===== config.mk =====
export PLATFORM = sky130hd
export DESIGN_NAME = uart_rx_frame_ctrl
export DESIGN_NICKNAME = d
export VERILOG_FILES = /design/src/rtl/uart_rx_frame_ctrl.sv
export SDC_FILE = /design/constraint.sdc
export NUM_CORES = 1
export LEC_CHECK = 0
export CORE_ASPECT_RATIO = 1.5
export CORE_MARGIN = 5
export CORE_UTILIZATION = 55
export CTS_BUF_LIST = sky130_fd_sc_hd__clkbuf_4
export CTS_CLUSTER_SIZE = 40
export DETAILED_ROUTE_END_ITERATION = 10
export GPL_TIMING_DRIVEN = 0
export HOLD_SLACK_MARGIN = 0.12
export PLACE_DENSITY = 0.84
export SETUP_SLACK_MARGIN = 0.2
export SLEW_MARGIN = 20
export SYNTH_ARGS = -nofsm -noshare
export SYNTH_HDL_FRONTEND = slang
export SYNTH_SLANG_ARGS = --single-unit

===== constraint.sdc =====
create_clock -name clk -period 2.79 [get_ports clk]
set_input_delay 0.6975 -clock clk [delete_from_list [all_inputs] [get_ports clk]]
set_output_delay 0.6975 -clock clk [all_outputs]
set_load 0.01 [all_outputs]

===== src/rtl/uart_rx_frame_ctrl.sv =====
// Frame controller behind the UART receiver: SYNC, LEN, payload[, checksum with UART_FRAME_CHECKSUM_EN].
// Latency: every response is registered and appears one clk after the rx_done strobe.
// Backpressure: none; back-to-back strobes are accepted, and an inter-byte gap timeout aborts a stalled frame.
module uart_rx_frame_ctrl #(
    parameter int DATA_WIDTH   = 8,
    parameter logic [DATA_WIDTH-1:0] SYNC_BYTE = 8'hA5,
    parameter int MAX_LEN      = 16,
    parameter int TIMEOUT_CLKS = 1000,
    localparam int IDX_W       = (MAX_LEN > 1) ? $clog2(MAX_LEN) : 1
) (
    input  logic                  clk,
    input  logic                  arst,
    input  logic                  rx_done,
    input  logic [DATA_WIDTH-1:0] rx_byte,
    output logic                  pl_valid,
    output logic [DATA_WIDTH-1:0] pl_data,
    output logic [IDX_W-1:0]      pl_index,
    output logic [DATA_WIDTH-1:0] pl_len,
    output logic                  frame_ok,
    output logic                  frame_err,
    output logic [1:0]            err_code,
    output logic                  busy
);
    localparam int CNT_W = $clog2(TIMEOUT_CLKS + 1);
    // Error fires on the edge where the gap counter would step to TIMEOUT_CLKS-1.
    localparam logic [CNT_W-1:0]      GAP_LAST  = CNT_W'(TIMEOUT_CLKS - 2);
    localparam logic [DATA_WIDTH-1:0] MAX_LEN_V = DATA_WIDTH'(MAX_LEN);

    typedef enum logic [1:0] {S_IDLE, S_LEN, S_PAYLOAD, S_CHECK} state_t;

    state_t                state, state_nxt;
    logic [IDX_W-1:0]      idx, idx_nxt;
    logic [CNT_W-1:0]      gap_cnt, gap_nxt;
    logic                  pl_valid_nxt, frame_ok_nxt, frame_err_nxt;
    logic [DATA_WIDTH-1:0] pl_data_nxt, pl_len_nxt;
    logic [IDX_W-1:0]      pl_index_nxt;
    logic [1:0]            err_code_nxt;
`ifdef UART_FRAME_CHECKSUM_EN
    logic [DATA_WIDTH-1:0] sum, sum_nxt;
`endif

    always_comb begin
        state_nxt     = state;
        idx_nxt       = idx;
        pl_valid_nxt  = 1'b0;
        pl_data_nxt   = pl_data;
        pl_index_nxt  = pl_index;
        pl_len_nxt    = pl_len;
        frame_ok_nxt  = 1'b0;
        frame_err_nxt = 1'b0;
        err_code_nxt  = err_code;
`ifdef UART_FRAME_CHECKSUM_EN
        sum_nxt       = sum;
`endif
        gap_nxt = (rx_done || state == S_IDLE) ? '0 : gap_cnt + 1'b1;

        case (state)
            S_IDLE: begin
                if (rx_done && rx_byte == SYNC_BYTE) begin
                    state_nxt = S_LEN;
`ifdef UART_FRAME_CHECKSUM_EN
                    sum_nxt   = '0;
`endif
                end
            end
            S_LEN: begin
                if (rx_done) begin
                    pl_len_nxt = rx_byte;
`ifdef UART_FRAME_CHECKSUM_EN
                    sum_nxt    = rx_byte;
`endif
                    if (rx_byte == '0 || rx_byte > MAX_LEN_V) begin
                        frame_err_nxt = 1'b1;
                        err_code_nxt  = 2'd1;
                        state_nxt     = S_IDLE;
                    end else begin
                        idx_nxt   = '0;
                        state_nxt = S_PAYLOAD;
                    end
                end
            end
            S_PAYLOAD: begin
                if (rx_done) begin
                    pl_valid_nxt = 1'b1;
                    pl_data_nxt  = rx_byte;
                    pl_index_nxt = idx;
                    idx_nxt      = idx + 1'b1;
`ifdef UART_FRAME_CHECKSUM_EN
                    sum_nxt      = sum + rx_byte;
`endif
                    if (DATA_WIDTH'(idx) == pl_len - DATA_WIDTH'(1)) begin
`ifdef UART_FRAME_CHECKSUM_EN
                        state_nxt    = S_CHECK;
`else
                        frame_ok_nxt = 1'b1;
                        state_nxt    = S_IDLE;
`endif
                    end
                end
            end
            S_CHECK: begin
`ifdef UART_FRAME_CHECKSUM_EN
                if (rx_done) begin
                    if (rx_byte == sum) begin
                        frame_ok_nxt = 1'b1;
                    end else begin
                        frame_err_nxt = 1'b1;
                        err_code_nxt  = 2'd2;
                    end
                    state_nxt = S_IDLE;
                end
`else
                state_nxt = S_IDLE;
`endif
            end
            default: state_nxt = S_IDLE;
        endcase

        // A byte arriving on the expiry cycle wins over the timeout.
        if (state != S_IDLE && !rx_done && gap_cnt == GAP_LAST) begin
            frame_err_nxt = 1'b1;
            err_code_nxt  = 2'd3;
            state_nxt     = S_IDLE;
            gap_nxt       = '0;
        end
    end

    always_ff @(posedge clk or posedge arst) begin
        if (arst) begin
            state     <= S_IDLE;
            idx       <= '0;
            gap_cnt   <= '0;
            pl_valid  <= 1'b0;
            pl_data   <= '0;
            pl_index  <= '0;
            pl_len    <= '0;
            frame_ok  <= 1'b0;
            frame_err <= 1'b0;
            err_code  <= 2'd0;
            busy      <= 1'b0;
`ifdef UART_FRAME_CHECKSUM_EN
            sum       <= '0;
`endif
        end else begin
            state     <= state_nxt;
            idx       <= idx_nxt;
            gap_cnt   <= gap_nxt;
            pl_valid  <= pl_valid_nxt;
            pl_data   <= pl_data_nxt;
            pl_index  <= pl_index_nxt;
            pl_len    <= pl_len_nxt;
            frame_ok  <= frame_ok_nxt;
            frame_err <= frame_err_nxt;
            err_code  <= err_code_nxt;
            busy      <= (state_nxt != S_IDLE);
`ifdef UART_FRAME_CHECKSUM_EN
            sum       <= sum_nxt;
`endif
        end
    end
endmodule


Yosys cells after proc, flatten, opt, wreduce, memory -nomap -nowiden. Cells that the tools add are included.

Bits in registers: 42. Word-level logic and storage cells: 68.

$add $sub $neg: 3. Order comparisons: 1. Equal/unequal tests: 9. Multiplexer cells: 26. Reduce and logical (&&, ||, !) cells: 18.

Operator list (number): $mux W10 (2); $mux W2 (10); $mux W4 (3); $reduce_bool A2 Y1 (6); $add A10 B1 Y10 const B (1); $eq A10 B10 Y1 const B (1); $mux W1 (9); $eq A4 B8 Y1 (1); $eq A8 B8 Y1 const B (1); $gt A8 B5 Y1 const B (1); $logic_not A8 Y1 (1); $pmux W2 S4 (1); $pmux W4 S2 (1); $sub A8 B1 Y8 const B (1); $ne A2 B2 Y1 const B (3); $add A4 B1 Y4 const B (1); $eq A2 B2 Y1 const B (2); $reduce_and A2 Y1 (2); $reduce_and A4 Y1 (1); $logic_and A1 B1 Y1 (3); $reduce_and A3 Y1 (1); $eq A2 B1 Y1 const B (1); $logic_not A2 Y1 (1); $logic_or A1 B1 Y1 (2); $logic_not A1 Y1 (1).

Depth between registers and ports, before layout.
Depth after elaboration: 7. Depth in mapped cells: 7. Mapped depth without buffers: 7.

Least setup slack after synthesis. Ideal clock, no wire load.

Path kind: in2reg. From: input rx_byte[1]. To: register idx[0]. Arrival time: 1.705 ns. Setup slack: 0.955 ns. Stages: 5. Path buffers: 0. Cells stage by stage: nor4_1 -> xor2_1 -> nor3_1 -> nand3b_1 -> o21ai_0.

Longest elaborated chain between the ends: 4. Elaborated cells between the ends (all ways): 5.

Ends and longest elaborated chain: from (decl) (line 14) `input logic [DATA_WIDTH-1:0] rx_byte,`; $gt A8 B5 Y1 or $logic_not A8 Y1 (tied branches) (line 72) `if (rx_byte == '0 || rx_byte > MAX_LEN_V) begin`; $logic_or A1 B1 Y1 * (line 72); $ne A2 B2 Y1 (no line) *; $reduce_and A4 Y1 (no line) *; to (signal assigned) (line 146) `idx <= idx_nxt;`; to (decl) (line 32) `logic [IDX_W-1:0] idx, idx_nxt;`.

Mark *: on every way between the ends. The rest lies on a longest branch, timed or not. A chain may end at the register's enable or synchronous reset.

Worst setup path after layout.
From: input rx_done. To: register idx[0].

Longest elaborated chain between the ends: 2. Elaborated cells between the ends (all ways): 3.

Ends and longest elaborated chain: from (decl) (line 13) `input logic rx_done,`; $ne A2 B2 Y1 (no line); $reduce_and A4 Y1 (no line) *.

Marked as above.

==> results_dict.tcl <==
set metrics [dict create \
    ctsHoldBuffers 0 \
    synth_fp_nets 206 \
    grt_max_degree 31 \
    io_pins 37 \
    criticalPathCategory "in2reg" \
    ys_ff_latch 42 \
    synthDistinctLibCells 38 \
    cts_inserted_buffers 5 \
    p_seq_frac 0.595 \
    drive_above_1_share 0.08898 \
    rsz0062_at_grt "false" \
    synth_cells 191 \
    drc 0 \
    period_minus_slack_ns 2.345 \
    synthAdderAreaFrac 0.02596 \
    die_area_um2 4814 \
    cts_tree "built" \
    path_cells "clkdlybuf4s50_1 > nand3b_1 > nor3_1 > nand3b_1 > o21ai_0" \
    worst_pin_slew_ns 0.6284 \
    met2_length_mm 2.079 \
    crit_arrival_ns 2.60 \
    fp.coreArea_um2 3383 \
    ff2ff_setup_slack_ns 0.65 \
    power_density_nw_per_um2 448.3 \
    diodes 0 \
    synth_area_per_cell_um2 10.09 \
    cts_sinks 42 \
    htree_levels 2 \
    cp_top_family "simple AND/OR/NAND/NOR gates" \
    track_usage 0.1932 \
    start_kind "primary input" \
    hold_start "err_code[0]" \
    cts_setup_buffers 0 \
    wl_per_cell_um 14.47 \
    drt_pass1_iterations 4 \
    nets 250 \
    worstPathMaxFanout 10 \
    final_max_slew_viol_count 0 \
    drt_iter0_markers 31 \
    ys_async_sr_fraction 1.000 \
    wl_met1_mm 1.664 \
    end_kind "register" \
    postCtsResizedCells 0 \
    dp_hpwl_mm 3.020 \
    ys_warn_count 0 \
    synth_edf_count 0 \
    clock_path_buffers 2 \
    synth-compound-area-share 0.06424 \
    worst_hold_path.num_cells 1 \
    grt_pass1_vias 1505 \
    viasPerCell 5.388 \
    pre_cts_ws_ns 0.09017 \
    clock_skew_ns 0.01578 \
    fin_crit_sh 0.8406 \
    start_util 0.5699 \
    synth_top_flop_cell "dfrtp_1" \
    switching_share 0.2643 \
    synth_top_area_frac 0.5451 \
    cts_root_buf "clkbuf_4" \
    cpPeakStageDelay_ns 0.65 \
    r2r_start "pl_len[0]" \
    die_h_um 82.52 \
    slowest_stage "nor3_1" \
    grt_overflow 0 \
    setup_tns_ns 0 \
    synth_xor_area_frac 0.05905 \
    finalHoldViolCount 0 \
    wl_mm 4.024 \
    met3WireLength_um 165 \
    power_switching_uw 287.2 \
    area_delta_synth_final_pct 25.70 \
    intPower_uw 799.4 \
    required_ns 3.05 \
    synth-simple-area-share 0.2395 \
    ys_seq_area_frac 0.5451 \
    muxShareOfSynthArea 0.04672 \
    drv_cap 0 \
    power.leakage_uw 0.001108 \
    clock_latency_ns 0.36 \
    ant_nets 0 \
    peakVddDrop_uv 354.8 \
    min_to "err_code[0]" \
    dieWidth_um 58.35 \
    port_buffers 36 \
    clkTransAtPathRegs_ns 0.14 \
    setup_viol 0 \
    netlist_top_cells_area "dfrtp_1, nand2_1, mux2_2" \
    worst_slack_ns 0.4448 \
    synth_top_family_by_area "simple AND/OR/NAND/NOR gates" \
    hold_path.class "reg2reg" \
    crit_buf_inv 1 \
    rows 26 \
    fmax_mhz 426.4 \
    worstReg2RegEnd "state[1]" \
    vias 1498 \
    synthTopCellsByCount "dfrtp_1, nand2_1, nor2_1" \
    globalplace.congestion 0.7891 \
    clkPwrFrac 0.288 \
    r2r_cells 7 \
    maxUsedRoutingLayer "met4" \
    crit_top_cell "nand3b_1" \
    grt_pass1_wl_mm 6.989 \
    pwr-share-comb 0.117 \
    yosys.area.top_type "dfrtp_1" \
    status "completed" \
    synth_area_um2 1928 \
    relSlewSlack 0.5778 \
    grt_antenna_before_repair 0 \
]
-- layout by cell type (no fill, tap or decap), types with 6 or more instances in the layout --
cell type and count:
inv_1 7, xnor2_1 6, nand2_1 42, nor2_1 13, clkdlybuf4s50_1 36, dfrtp_1 42, xor2_1 7, nor3_1 6
mux2_2 8
-- kinds of logic (layout without fill, tap and decap cells) --
family	count (synthesis)	in the layout
flip-flops	42	42
buffers and inverters	10	55
XOR/XNOR	13	13
adder cells (fa/ha/maj)	4	4
multiplexers	8	8
AO/OA/AOI/OAI	20	20
AND/OR/NAND/NOR	94	94
-- layout make-up --
| cell class | count | area [um^2] |
|---|---|---|
| multi-input cells | 139 | 839.6 |
| clock buffers | 5 | 37.54 |
| repair buffers | 37 | 380.4 |
| inverters | 8 | 30.03 |
| flip-flops and latches | 42 | 1051 |
| well taps | 42 | 52.55 |
| plain buffers | 2 | 7.507 |
| clock inverters | 3 | 25.02 |
| fillers | 271 | 959.7 |
-- power by group through the flow --
stage / combinational [uW] / clock [uW] / sequential, uW
after floorplan: 51.8 / 0 / 662
after global placement: 122 / 0 / 657
after detailed placement: 129 / 0 / 658
after CTS: 129 / 322 / 647
after global routing: 141 / 353 / 651
final: 127 / 313 / 647
-- worst max-delay path by stage --
stage	start	endpoint	slack, ns	depth (start not counted)
6_report	rx_done	idx[0]	0.44	5
5_1_grt	rx_done	idx[0]	0.29	5
4_1_cts	rx_done	idx[0]	0.47	5
3_5_place_dp	rx_done	idx[0]	0.09	5
3_3_place_gp	rx_done	idx[0]	0.05	5
2_1_floorplan	rx_byte[1]	idx[0]	0.95	5
-- through the flow --
step	utilization	instances	hold WS (ns)	cell area (um^2)	power, uW
floorplan	-	191	0.4737	1928	713.8
global placement	0.6919	269	0.4501	2341	779.3
detailed placement	0.6979	270	0.4548	2361	786.7
CTS	0.7163	278	0.4913	2424	1098
global route	0.7163	278	0.5243	2424	1144
finish	0.7163	278	0.4900	2424	1087
-- state kept, by name, indices dropped and copies added, names as in the netlist --
register	flops
pl_len	8
frame_ok	1
idx	4
pl_valid	1
pl_index	4
gap_cnt	10
frame_err	1
busy	1
pl_data	8
err_code	2
state	2
-- layer usage --
metal / up-vias / global-route usage
met4: 0 / 0.09513
met2: 35 / 0.3154
met3: 12 / 0.04977
met5: - / 0
li1: 732 / -
met1: 719 / 0.2351
(Power assumes the default switching activity.)
